**src/rtl/rf_write_arbiter.sv**
```systemverilog
// Arbitrates the register-file write port between writeback (pass-through)
// and a small FIFO of long-latency results, with starvation-driven halt requests.
module rf_write_arbiter #(
   parameter int DEPTH        = 2,
   parameter int STARVE_LIMIT = 4
) (
   input  logic        clk,
   input  logic        rst_n,
   input  logic        halt,
   input  logic        wb_we,
   input  logic [2:0]  wb_tgt,
   input  logic [15:0] wb_data,
   input  logic        lu_valid,
   output logic        lu_ready,
   input  logic [2:0]  lu_tgt,
   input  logic [15:0] lu_data,
   output logic        rf_we,
   output logic [2:0]  rf_tgt,
   output logic [15:0] rf_data,
   output logic        stall_req,
   output logic [7:0]  pend_mask
);

   localparam int AW = $clog2(DEPTH);
   localparam logic [AW:0] FULL_COUNT = (AW+1)'(DEPTH);
   localparam logic [3:0]  LIMIT      = 4'(STARVE_LIMIT);

   logic [2:0]       tgt_q  [DEPTH];
   logic [15:0]      data_q [DEPTH];
   logic [DEPTH-1:0] valid_q;
   logic [AW-1:0]    rd_ptr;
   logic [AW-1:0]    wr_ptr;
   logic [AW:0]      count;
   logic [3:0]       starve_cnt;

   logic empty;
   logic wb_req;
   logic fifo_grant;
   logic wb_grant;
   logic push;
   logic pop;

   assign empty      = (count == '0);
   assign wb_req     = wb_we & (wb_tgt != 3'd0);
   // Halt means writeback will be re-presented later, so the FIFO may take the port.
   assign fifo_grant = !empty & (halt | !wb_req);
   assign wb_grant   = wb_req & !fifo_grant;

   assign lu_ready = rst_n & (count < FULL_COUNT);
   assign push     = lu_valid & lu_ready & (lu_tgt != 3'd0);
   assign pop      = rst_n & fifo_grant;

   assign stall_req = (starve_cnt >= LIMIT);

   always_comb begin
      rf_we   = 1'b0;
      rf_tgt  = 3'd0;
      rf_data = 16'd0;
      if (rst_n && fifo_grant) begin
         rf_we   = 1'b1;
         rf_tgt  = tgt_q[rd_ptr];
         rf_data = data_q[rd_ptr];
      end else if (rst_n && wb_grant) begin
         rf_we   = 1'b1;
         rf_tgt  = wb_tgt;
         rf_data = wb_data;
      end
   end

   always_comb begin
      pend_mask = 8'd0;
      for (int i = 0; i < DEPTH; i++) begin
         if (valid_q[i]) pend_mask = pend_mask | (8'b1 << tgt_q[i]);
      end
   end

   always_ff @(posedge clk) begin
      if (push) begin
         tgt_q[wr_ptr]  <= lu_tgt;
         data_q[wr_ptr] <= lu_data;
      end
   end

   always_ff @(posedge clk) begin
      if (!rst_n) begin
         valid_q    <= '0;
         rd_ptr     <= '0;
         wr_ptr     <= '0;
         count      <= '0;
         starve_cnt <= 4'd0;
      end else begin
         if (push) begin
            valid_q[wr_ptr] <= 1'b1;
            wr_ptr          <= wr_ptr + 1'b1;
         end
         if (pop) begin
            valid_q[rd_ptr] <= 1'b0;
            rd_ptr          <= rd_ptr + 1'b1;
         end
         case ({push, pop})
            2'b10:   count <= count + 1'b1;
            2'b01:   count <= count - 1'b1;
            default: count <= count;
         endcase
         if (pop || empty)
            starve_cnt <= 4'd0;
         else if (starve_cnt != 4'd15)
            starve_cnt <= starve_cnt + 4'd1;
      end
   end

endmodule

```
**config.mk**
```make
export PLATFORM = sky130hd
export DESIGN_NAME = rf_write_arbiter
export DESIGN_NICKNAME = d
export VERILOG_FILES = /design/src/rtl/rf_write_arbiter.sv
export SDC_FILE = /design/constraint.sdc
export NUM_CORES = 1
export LEC_CHECK = 0
export ABC_AREA = 1
export CORE_MARGIN = 2
export CORE_UTILIZATION = 48
export DETAILED_ROUTE_END_ITERATION = 12
export DONT_BUFFER_PORTS = 1
export PLACE_DENSITY_LB_ADDON = 0.12
export SETUP_SLACK_MARGIN = 0.3
export SLEW_MARGIN = 0
export SYNTH_ARGS = -nofsm -noshare
export SYNTH_HDL_FRONTEND = slang
export SYNTH_SLANG_ARGS = --single-unit
```
**constraint.sdc**
```tcl
create_clock -name clk -period 4.44 [get_ports clk]
set_input_delay 0.222 -clock clk [delete_from_list [all_inputs] [get_ports clk]]
set_output_delay 0.222 -clock clk [all_outputs]
set_load 0.01 [all_outputs]
```
==> run summary <==
Entering global routing, the biggest net connects 23 pins. The portion of the clock cycle consumed by the worst path in the final layout came out at 0.451. The net count after synthesis was 284.

Fill cells in the final layout number 444. The die covers 0.00544 sq mm. Along the worst path, the maximum fanout reaches 22. Clock tree synthesis selected as its root buffer the cell sky130_fd_sc_hd__clkbuf_8. In this run, synthesis produced a sequential element count of 49.

The post-route core utilization was 0.557. The run gives 0.168 mV as the maximum ir drop on the vdd rail. The worst setup path is launched from a flip-flop. After detailed routing, the number of vias per cell comes to 5.37. For the floorplan row count, the log shows 25. The final layout contains 300 nets. The sequential cell area fraction in the yosys report was 0.583. Area share of the largest cell type after synthesis: 0.489.

The met1 demand-to-capacity share in global routing is 0.221. The first detailed-routing pass took 4 iterations. The tools report the clock sink count as 49. Launch instance of the worst min-delay path: lu_data[7]. Clock-pin slew was measured on the worst setup and hold paths at 0.09 ns.

The setup skew after layout came out at 0.00868 ns. The critical-path cell with the highest stage delay was sky130_fd_sc_hd__dfxtp_1. The fraction of met2 tracks used by global routing was 0.273. End point of the most critical hold path: data_q[1][7]$_DFFE_PP_. In this run the static leakage power is 1.04 nW. Walking the worst path, the cells encountered are mux2_2, nand2_1, nand2_1. The routed layout has 1664 vias. Setup violations remaining at the end of the flow were counted as 0. The met3 capacity usage during global routing is 0.0672, and the post-detailed-route count of antenna-violating nets is 0.

TritonCTS built the clock tree. The synthesized design spends more area on one cell type than any other, namely sky130_fd_sc_hd__edfxtp_1. The number of antenna diodes in the final layout is 0.

Averaged over all synthesized cells, the footprint is 9.77 sq um. Setup repair after global routing left no endpoint under its margin. The multi-input combinational cells in the finished layout cover a total of 841 sq um. Ranked by total cell area, the synthesized netlist is headed by sky130_fd_sc_hd__edfxtp_1 (49%), sky130_fd_sc_hd__nand2_1 (10%), sky130_fd_sc_hd__dfxtp_1 (9.4%). The buffer depth of the longest clock path is 2, and the global-route usage over all layers is 0.173. The most prevalent standard cell on the critical path is sky130_fd_sc_hd__nand2_1. The relative slew slack came out at 0.365. The worst hold path passes through 0 cells.

The final max-slew violation count was 0. The maximum achievable frequency was 499 MHz; the hold-fix buffer count after cts was 0. The via count of the first global-routing pass is 1445. The number of DRC violations after detailed-routing iteration 0 was 105; the netlist area before placement was 0.00233 sq mm. The number of instances in the synthesized netlist was 239; the cell area power density was 349 mW/mm^2. The area growth from synthesis to layout is 11.8%.

The post-CTS setup buffer count is 0. During placement, the flow inserted port buffers numbering 0. The remaining global-route overflow came out at 0. During I/O placement, the number of pins put on the boundary was 73. The register area is 0.00136 sq mm.

The initial core utilization is 0.498, and the max-capacitance violation count is 0. The mean routed wirelength per cell came out at 14.7 um. The design draws 0.913 mW. The slack of the worst reg-to-reg path was 2.71 ns; the number of distinct library cells after synthesis was 22. The worst register-to-register path has a depth of 5. The worst hold slack was 0.0215 ns. STA classifies the critical path endpoint as an output pin.

In this run the worst hold path is classified as primary input to flip-flop. The largest stage delay on the critical path is 0.89 ns, and the clock network latency to the later pin of the worst-skew pair is 0.30 ns. In this run the number of H-tree levels came out at 2. Post-CTS repair changed the size of 0 cells. The width of the die came out at 73.7 um. The critical path start-end classification is flip-flop to output pin. At the worst endpoint, the arrival time is 1.78 ns.

After routing, the total negative slack on setup checks comes to 0 ns. During synthesis, Yosys emitted a total of 0 warnings. The tools report the clock buffer count from CTS as 5.

The fraction of layout instances using a drive strength above 1 works out to 0.117. After layout, the minimum clock period comes to 2.00 ns. The startpoint identified for the worst register-to-register timing path is count[1]$_SDFFE_PN0P_. The run gives 0 as the number of antenna violations at the first check in global routing.

The worst reg2reg path endpoint is data_q[0][7]$_DFFE_PP_. For this run, design rule violations remaining after detail routing come to 0. The number of failing hold endpoints at the final stage came out at 0.

After detailed routing, the total wire length is 4.57 mm. The global routing's busiest layer was met2. The run finished with clean final reports. The slew at the pin closest to its max-slew limit works out to 0.948 ns.

Data on the critical path is required at its endpoint by 4.22 ns. The HPWL after detailed placement is 3.22 mm. Final RePlAce weighted congestion: 0.813. The height of the die works out to 73.7 um. The first global-routing pass estimated 6.92 mm of wire.

The core region area is 0.00469 sq mm.
[synthesized netlist by cell type]
cell type / number
sky130_fd_sc_hd__buf_6: 1
sky130_fd_sc_hd__edfxtp_1: 38
sky130_fd_sc_hd__dfxtp_1: 11
sky130_fd_sc_hd__a21boi_1: 1
sky130_fd_sc_hd__xor2_1: 2
sky130_fd_sc_hd__nand4_1: 2
sky130_fd_sc_hd__inv_1: 22
sky130_fd_sc_hd__clkinv_4: 1
sky130_fd_sc_hd__a21oi_1: 6
sky130_fd_sc_hd__o22ai_1: 1
sky130_fd_sc_hd__nand2_1: 65
sky130_fd_sc_hd__o21ai_0: 11
sky130_fd_sc_hd__ha_1: 2
sky130_fd_sc_hd__nor2_4: 1
sky130_fd_sc_hd__nand2_4: 1
sky130_fd_sc_hd__inv_2: 1
sky130_fd_sc_hd__nor2_1: 19
sky130_fd_sc_hd__nand3_1: 30
sky130_fd_sc_hd__buf_2: 6
sky130_fd_sc_hd__mux2_2: 16
sky130_fd_sc_hd__nor2_2: 1
sky130_fd_sc_hd__o32ai_1: 1
[logic make-up (layout without fill, tap and decap cells)]
group                    Yosys count  in the layout  share of synthesized area
multiplexers                      16             16                     0.0772
buffers and inverters             31             48                     0.0584
flip-flops                        49             49                      0.583
XOR/XNOR                           2              2                    0.00750
AO/OA/AOI/OAI                     20             20                     0.0461
adder cells (fa/ha/maj)            2              2                     0.0107
AND/OR/NAND/NOR                  119            119                      0.217
[metal layers]
metal	up-vias	share of wire
met4	0	0.013
li1	834	-
met3	6	0.072
met2	61	0.44
met5	-	0
met1	763	0.48
[area by class of cell]
cell class | instances | share of cell area
sequential | 49 | 0.521
multi-input combinational | 159 | 0.322
timing repair buffer | 16 | 0.0604
inverter | 24 | 0.0364
clock buffer | 6 | 0.0278
tap | 54 | 0.0259
clock inverter | 2 | 0.00623
[cells in the final DEF, fill, tap and decap left out, drive strengths merged]
master	n
inv	23
o21ai	11
mux2	16
clkinv	2
nand4	2
nand3	30
buf	1
nand2	66
clkbuf	6
a21boi	1
clkinvlp	1
o32ai	1
ha	2
edfxtp	38
dlygate4sd3	15
dfxtp	11
nor2	21
a21oi	6
o22ai	1
xor2	2
[worst max-delay path: cells and delay by family, from the launching register on]
kind | cells | cell delay, ns
multiplexers | 1 | 0.41
flip-flops | 1 | 0.89
AND/OR/NAND/NOR | 2 | 0.17
[report_power, final]
group	switching [mW]	internal, mW	total [mW]
clock network	0.141	0.112	0.253
registers	0.0159	0.516	0.532
logic	0.0791	0.0487	0.128
[flip-flops by register name, summed over array words and instances, names as in the netlist, named ones only]
| name | count |
|---|---|
| count | 2 |
| data_q | 32 |
| rd_ptr | 1 |
| starve_cnt | 4 |
| tgt_q | 6 |
| valid_q | 2 |
| wr_ptr | 1 |
[through the flow]
step	setup WS, ns	cell area, sq um	std cells
after floorplan	2.97	2330	239
after global placement	2.71	2370	287
after detailed placement	2.67	2370	287
after CTS	2.40	2460	295
after global routing	2.24	2610	310
final	2.44	2610	310
[worst max-delay path by stage]
stage,startpoint,endpoint,slack [ns],depth (start not counted)
3_3_place_gp,count[1]$_SDFFE_PN0P_,data_q[1][12]$_DFFE_PP_,2.71,5
6_report,flip-flop,rf_data[3],2.44,3
4_1_cts,flip-flop,rf_data[3],2.40,3
5_1_grt,flip-flop,rf_tgt[2],2.24,2
3_5_place_dp,count[1]$_SDFFE_PN0P_,data_q[0][3]$_DFFE_PP_,2.67,5
2_1_floorplan,count[1]$_SDFFE_PN0P_,data_q[0][0]$_DFFE_PP_,2.97,5
Power figures use the tool's default switching activity.
